$ cat config.mk
export PLATFORM = sky130hd
export DESIGN_NAME = warmboot_scheduler
export DESIGN_NICKNAME = d
export VERILOG_FILES = /design/src/rtl/warmboot_pkg.sv /design/src/rtl/tick_prescaler.sv /design/src/rtl/warmboot_scheduler.sv
export SDC_FILE = /design/constraint.sdc
export NUM_CORES = 1
export LEC_CHECK = 0
export ABC_AREA = 1
export CORE_ASPECT_RATIO = 1.5
export CORE_MARGIN = 2
export CORE_UTILIZATION = 53
export CTS_CLUSTER_DIAMETER = 200
export DETAILED_ROUTE_END_ITERATION = 16
export PLACE_DENSITY = 0.77
export SYNTH_ARGS = -nofsm -noshare
export SYNTH_HDL_FRONTEND = slang
export SYNTH_SLANG_ARGS = --single-unit
$ cat constraint.sdc
create_clock -name clk -period 2.67 [get_ports clk]
set_clock_uncertainty 0.05 [all_clocks]
set_input_delay 0.534 -clock clk [delete_from_list [all_inputs] [get_ports clk]]
set_output_delay 0.534 -clock clk [all_outputs]
set_load 0.01 [all_outputs]
$ cat src/rtl/warmboot_pkg.sv
// Shared types and boot-table field positions for the warm-boot sequencer.
package warmboot_pkg;

    typedef enum logic [2:0] {
        StFetch,
        StWait,
        StDecode,
        StCount,
        StArm,
        StFire,
        StHalt
    } state_t;

    // Boot-table word layout: [15] valid, [14:13] {S1,S0}, [12:0] dwell ticks
    localparam int unsigned VALID_BIT = 15;
    localparam int unsigned SEL_HI    = 14;
    localparam int unsigned SEL_LO    = 13;
    localparam int unsigned DWELL_W   = 13;

endpackage

$ cat src/rtl/tick_prescaler.sv
// Free-running divider that emits a one-cycle tick every TICK_CYCLES enabled cycles.
module tick_prescaler #(
    parameter int unsigned TICK_CYCLES = 48_000_000
) (
    input  logic clk,
    input  logic rst_n,
    input  logic clr,
    input  logic en,
    output logic tick
);

    localparam int unsigned CntW = $clog2(TICK_CYCLES);
    localparam logic [CntW-1:0] LastCnt = CntW'(TICK_CYCLES - 1);

    logic [CntW-1:0] cnt_q, cnt_d;

    assign tick = en && !clr && (cnt_q == LastCnt);

    // Next count: clear wins, otherwise wrap at the last value
    always_comb begin
        cnt_d = cnt_q;
        if (clr) begin
            cnt_d = '0;
        end else if (en) begin
            cnt_d = tick ? '0 : cnt_q + CntW'(1);
        end
    end

    // Counter register
    always_ff @(posedge clk or negedge rst_n) begin
        if (!rst_n) begin
            cnt_q <= '0;
        end else begin
            cnt_q <= cnt_d;
        end
    end

endmodule

$ cat src/rtl/warmboot_scheduler.sv
// Fetches the boot-table word from BRAM, counts the dwell, then arms and fires SB_WARMBOOT.
module warmboot_scheduler
    import warmboot_pkg::*;
#(
    parameter int unsigned        ADDR_W      = 8,
    parameter logic [ADDR_W-1:0]  CFG_ADDR    = 8'd1,
    parameter int unsigned        TICK_CYCLES = 48_000_000,
    parameter int unsigned        ARM_CYCLES  = 4
) (
    input  logic              clk,
    input  logic              rst_n,
    output logic              rd_en,
    output logic [ADDR_W-1:0] rd_addr,
    input  logic [15:0]       rd_data,
    input  logic              boot_req,
    input  logic              abort,
    output logic              wb_s1,
    output logic              wb_s0,
    output logic              wb_boot,
    output logic              busy,
    output logic              err
);

    localparam int unsigned ArmW = $clog2(ARM_CYCLES + 1);
    localparam logic [ArmW-1:0] ArmLast = ArmW'(ARM_CYCLES - 1);

    state_t state_q, state_d;
    // Reset parks in FETCH with rd_en low; the first edge re-enters FETCH to issue the read
    logic primed_q;

    logic [1:0]         sel_q;
    logic [DWELL_W-1:0] dwell_q;
    logic [DWELL_W-1:0] dwell_cnt_q, dwell_cnt_d;
    logic [ArmW-1:0]    arm_cnt_q, arm_cnt_d;

    logic tick, in_count, dwell_done, arm_done;
    logic rd_en_d, wb_s1_d, wb_s0_d, wb_boot_d, busy_d, err_d;

    assign rd_addr  = CFG_ADDR;
    assign in_count = (state_q == StCount);

    (* keep_hierarchy *)
    tick_prescaler #(
        .TICK_CYCLES (TICK_CYCLES)
    ) u_prescaler (
        .clk   (clk),
        .rst_n (rst_n),
        .clr   (!in_count),
        .en    (in_count),
        .tick  (tick)
    );

    // Dwell expires on the tick that brings the counter up to the latched dwell
    assign dwell_done = tick && (dwell_q != '0) && ((dwell_cnt_q + DWELL_W'(1)) == dwell_q);
    assign arm_done   = (arm_cnt_q == ArmLast);

    // Dwell and arm counters; both clear whenever their state is left
    always_comb begin
        dwell_cnt_d = dwell_cnt_q;
        if (!in_count) begin
            dwell_cnt_d = '0;
        end else if (tick && (dwell_cnt_q < dwell_q)) begin
            dwell_cnt_d = dwell_cnt_q + DWELL_W'(1);
        end
        arm_cnt_d = (state_q == StArm) ? arm_cnt_q + ArmW'(1) : '0;
    end

    // State register
    always_ff @(posedge clk or negedge rst_n) begin
        if (!rst_n) begin
            state_q  <= StFetch;
            primed_q <= 1'b0;
        end else begin
            state_q  <= state_d;
            primed_q <= 1'b1;
        end
    end

    // Next-state logic; abort beats boot_req
    always_comb begin
        state_d = state_q;
        unique case (state_q)
            StFetch:  state_d = primed_q ? StWait : StFetch;
            StWait:   state_d = StDecode;
            StDecode: state_d = rd_data[VALID_BIT] ? StCount : StHalt;
            StCount: begin
                if (abort) begin
                    state_d = StFetch;
                end else if (boot_req || dwell_done) begin
                    state_d = StArm;
                end
            end
            StArm: begin
                if (abort) begin
                    state_d = StFetch;
                end else if (arm_done) begin
                    state_d = StFire;
                end
            end
            StFire:   state_d = StFire;
            StHalt:   state_d = StHalt;
            default:  state_d = StFetch;
        endcase
    end

    // Output next values; select lines only move on ARM entry or on return to FETCH
    always_comb begin
        rd_en_d   = (state_d == StFetch);
        wb_boot_d = (state_d == StFire);
        busy_d    = (state_d != StHalt);
        err_d     = (state_d == StHalt);
        wb_s1_d   = wb_s1;
        wb_s0_d   = wb_s0;
        if (state_d == StFetch) begin
            wb_s1_d = 1'b0;
            wb_s0_d = 1'b0;
        end else if ((state_d == StArm) && (state_q != StArm)) begin
            wb_s1_d = sel_q[1];
            wb_s0_d = sel_q[0];
        end
    end

    // Registered outputs, latched table fields and counters
    always_ff @(posedge clk or negedge rst_n) begin
        if (!rst_n) begin
            rd_en       <= 1'b0;
            wb_s1       <= 1'b0;
            wb_s0       <= 1'b0;
            wb_boot     <= 1'b0;
            busy        <= 1'b0;
            err         <= 1'b0;
            sel_q       <= '0;
            dwell_q     <= '0;
            dwell_cnt_q <= '0;
            arm_cnt_q   <= '0;
        end else begin
            rd_en       <= rd_en_d;
            wb_s1       <= wb_s1_d;
            wb_s0       <= wb_s0_d;
            wb_boot     <= wb_boot_d;
            busy        <= busy_d;
            err         <= err_d;
            dwell_cnt_q <= dwell_cnt_d;
            arm_cnt_q   <= arm_cnt_d;
            if (state_q == StDecode) begin
                sel_q   <= rd_data[SEL_HI:SEL_LO];
                dwell_q <= rd_data[DWELL_W-1:0];
            end
        end
    end

endmodule

==> results of run 1 <==
[stage by stage]
stage                       util  area [sq um]
final                     0.6465          5112
after global routing      0.6465          5112
after CTS                 0.6312          4991
after detailed placement  0.5932          4691
after global placement    0.5932          4691
after floorplan                -          4300
[how the worst max path moves through the flow]
stage,to,from,depth (start not counted)
2_1_floorplan,wb_s0$_DFFE_PN0P_,state_q[2]$_DFF_PN0_,20
3_3_place_gp,wb_s1$_DFFE_PN0P_,state_q[2]$_DFF_PN0_,20
3_5_place_dp,wb_s1$_DFFE_PN0P_,state_q[2]$_DFF_PN0_,20
4_1_cts,wb_s1$_DFFE_PN0P_,state_q[2]$_DFF_PN0_,20
5_1_grt,wb_s1$_DFFE_PN0P_,u_prescaler/cnt_q[21]$_DFFE_PN0P_,20
6_report,dwell_cnt_q[12]$_DFFE_PN0P_,dwell_q[6]$_DFFE_PN0N_,10
[final cells by class]
type / instances / area (sq um) / area share
multi-input combinational: 442 / 2273 / 0.4447
sequential: 67 / 1679 / 0.3284
timing repair buffer: 48 / 430.4 / 0.08419
inverter: 81 / 304.0 / 0.05947
clock buffer: 10 / 229.0 / 0.04479
tap: 105 / 131.4 / 0.02570
clock inverter: 6 / 65.06 / 0.01273
[logic make-up (layout without fill, tap and decap cells)]
| group | after synthesis | in the layout | share of synthesized area |
|---|---|---|---|
| adder cells (fa/ha/maj) | 18 | 18 | 0.05283 |
| AND/OR/NAND/NOR | 334 | 334 | 0.3405 |
| flip-flops | 67 | 67 | 0.3933 |
| buffers and inverters | 97 | 145 | 0.09627 |
| AO/OA/AOI/OAI | 70 | 70 | 0.09275 |
| XOR/XNOR | 11 | 11 | 0.02260 |
| other | 2 | 9 | 0.001762 |
[per-layer routing]
metal / vias to the layer above / wire length, um
met4: 0 / 282
met3: 22 / 358
met2: 95 / 6046
met1: 1903 / 4260
li1: 2003 / -
met5: - / 0
[registers in the layout, summed over array words and instances, names as in the netlist]
name               cells
primed_q               1
arm_cnt_q              3
dwell_cnt_q           13
dwell_q               13
state_q                3
sel_q                  2
busy                   1
rd_en                  1
err                    1
wb_s1                  1
u_prescaler/cnt_q     26
wb_s0                  1
wb_boot                1
[where the power goes]
| part | internal [uW] | total (uW) | switching (uW) |
|---|---|---|---|
| Combinational | 426 | 1160 | 732 |
| Clock | 724 | 1190 | 469 |
| Sequential | 1190 | 1320 | 123 |
| Total | 2340 | 3670 | 1320 |
[layout by cell type, fill, tap and decap left out, drive strengths merged, types with 9 or more instances in the layout]
cell type / count
buf: 24
clkbuf: 10
clkdlybuf4s50: 24
conb: 9
dfrtp: 67
ha: 18
inv: 80
nand2: 186
nand3: 58
nand4: 10
nor2: 73
o21ai: 41
o22ai: 14
xor2: 10
[worst max-delay path, cell delays in order, from the launching register on]
cell and delay (ns):
sky130_fd_sc_hd__dfrtp_1 0.38, sky130_fd_sc_hd__inv_1 0.11, sky130_fd_sc_hd__ha_1 0.27, sky130_fd_sc_hd__nand2_1 0.08, sky130_fd_sc_hd__inv_1 0.04, sky130_fd_sc_hd__nor2_1 0.07
sky130_fd_sc_hd__o21ai_0 0.11, sky130_fd_sc_hd__a2111oi_1 0.46, sky130_fd_sc_hd__nand4_1 0.39, sky130_fd_sc_hd__buf_4 0.27, sky130_fd_sc_hd__o22ai_1 0.18
[what timing repair did]
item / 4_1_cts / 5_1_grt
pin swaps: 0 / 11
resized for setup: 1 / 21
hold buffers: 0 / 0
setup endpoints to repair: 2 / 9
hold endpoints to repair: 0 / 0
buffers inserted: 0 / 9
==> flow_results.org, run 1 <==
** Logic synthesis
- In this run, synthesis inferred 0 flip-flops with an integrated enable.
- For this run, the number of Yosys warnings is 0.
- Proportion of netlist area held by the largest area contributor :: 0.3933
- Mapped Avg Cell Area :: 7.117 sq um
- Yosys instantiated no cell more often than sky130_fd_sc_hd__nand2_1.
- After synthesis, the share of flip-flops with an asynchronous set or reset is 1.000.
- sky130_fd_sc_hd__dfrtp_1 takes more of the synthesized area than any other cell.
- Proportion of synthesized chip area in sequential cells :: 0.3933
- Synthesis handed over a netlist of 599 instances.
- Post-synth top cells :: sky130_fd_sc_hd__nand2_1, sky130_fd_sc_hd__inv_1, sky130_fd_sc_hd__dfrtp_1
- Primary flip-flop cell chosen by synthesis mapping :: sky130_fd_sc_hd__dfrtp_1
- Counting distinct cell types in the post-synthesis netlist gives 35.
- Counting flops and latches in the post-synthesis netlist gives 67.
- In this run the cell area of the synthesized design comes to 0.004263 sq mm.
- After synthesis, the cell types taking the most area are sky130_fd_sc_hd__dfrtp_1, sky130_fd_sc_hd__nand2_1, sky130_fd_sc_hd__inv_1, sky130_fd_sc_hd__nand3_1, sky130_fd_sc_hd__nor2_1.

** Placement
- GPL Wtd Cong :: 0.9025
- Placed cells :: 734
- Port bufs :: 25
- Sum of net half-perimeters after detailed placement :: 7876 um
- Prior to clock tree synthesis, the placed netlist has a worst setup slack of -0.004931 ns.

** Clock network
- After clock tree synthesis, the clock-pin slew on the worst setup and hold paths is 0.06 ns.
- Buffers inserted during clock tree synthesis total 9.
- CTS tree :: done
- The cell sitting at the root of the clock tree is a sky130_fd_sc_hd__clkbuf_16.
- CTS H-tree depth :: 3
- For this design, the sink count on the clock tree is 67.
- The clock reaches the later pin of the worst-skew pair after 0.34 ns.
- Clock Tree Buf Depth :: 2

** Timing
- Post-layout worst setup margin :: 0.1608 ns
- Final count of negative-setup-slack endpoints :: 0
- Pins Over Slew Limit :: 0
- Dividing the final minimum period by the clock period gives 0.9398.
- Clock period minus final worst setup slack :: 2.509 ns
- Adding up every negative setup slack in the final design gives 0 ns.
- Worst slew margin relative to its limit :: 0.5639
- Peak clock frequency supported by timing :: 0.3985 GHz
- Hold slack final :: 0.1526 ns
- Least-Margin Pin Slew :: 0.6542 ns
- Setup repair after global routing could not meet its margin everywhere.
- The final hold violation count came to 0.

** Setup path
- R2R depth :: 10
- Worst Path Required :: 2.87 ns
- Beginning of the worst register-to-register path :: dwell_q[6]$_DFFE_PN0N_
- Setup slack on the worst reg-to-reg path comes out at 0.16 ns.
- The worst register-to-register path ends at dwell_cnt_q[12]$_DFFE_PN0P_.
- Setup Crit Path Kind :: reg -> reg
- The worst setup path is launched from a flip-flop.
- Of all nets on the critical path, the largest fanout is 7.
- Signal arrival time at the worst endpoint :: 2.71 ns
- CP Capture Type :: flip-flop

** Drt
- Average via count per standard cell :: 5.300
- DR WL/cell :: 14.42 um
- DRC errors left :: 0
- Count of antenna-violating nets left after detailed routing :: 0
- 1st-iter DRT viols :: 274
- The first detailed-routing pass ran for 4 iterations.
- Detailed-route wire length :: 10950 um
- Total number of vias :: 4023

** Global route
- The number of antenna violations at the first check in global routing is 0.
- Overall Global Routing Usage :: 0.2649
- Entering global routing, the biggest net connects 68 pins.
- The via count of the first global-routing pass was 4059.
- Overall overflow remaining after global route :: 0
- Global routing met1 resource utilization :: 0.2861
- Global-route wire length before repair :: 18300 um
- The layer flagged by global routing as most heavily used is met2.
- M2 GR Usage :: 0.5020
- Met3 global-route usage :: 0.03560

** Cells and area
- Synthesis-to-layout area growth :: 19.93%
- For this run, the post-layout net count is 687.
- Of the cells placed in the final design, the portion with a size suffix greater than 1 is 0.1330.
- Layout Cells excl Fill :: 759
- The filler cells instantiated in the layout total 705.
- Diodes inserted :: 0

** Die
- Effective utilization at floorplan :: 0.5391
- Row generation in the floorplan step produced 40 rows.
- Std-Cell Core Area :: 0.007908 sq mm
- The floorplan step defined a die boundary enclosing 0.008791 sq mm.
- The die is 77.23 um wide.
- Number of primary I/O pins :: 34
- Die outline height :: 113.8 um

** Run status
- Outcome :: finished, final reports clean

** Power and ir drop
- Total power :: 3668 uW
- Summed over all cells, the static leakage comes to 0.002332 uW.
- Pwr Density :: 717.4 mW/mm^2
- IR analysis of the VDD net gives a maximum drop of 410.3 uV.

** Job
- Across the run, the number of max-cap violations was 0.

** Min path
- The min-delay analysis places its worst path in the category in -> async.
(Power assumes the default switching activity.)
==> run 2, diff against run 1 <==
Settings changed: CTS_CLUSTER_DIAMETER 200 to default.
==> results of run 2 <==
Final layout, timing and power as in run 1 (identical DEF).
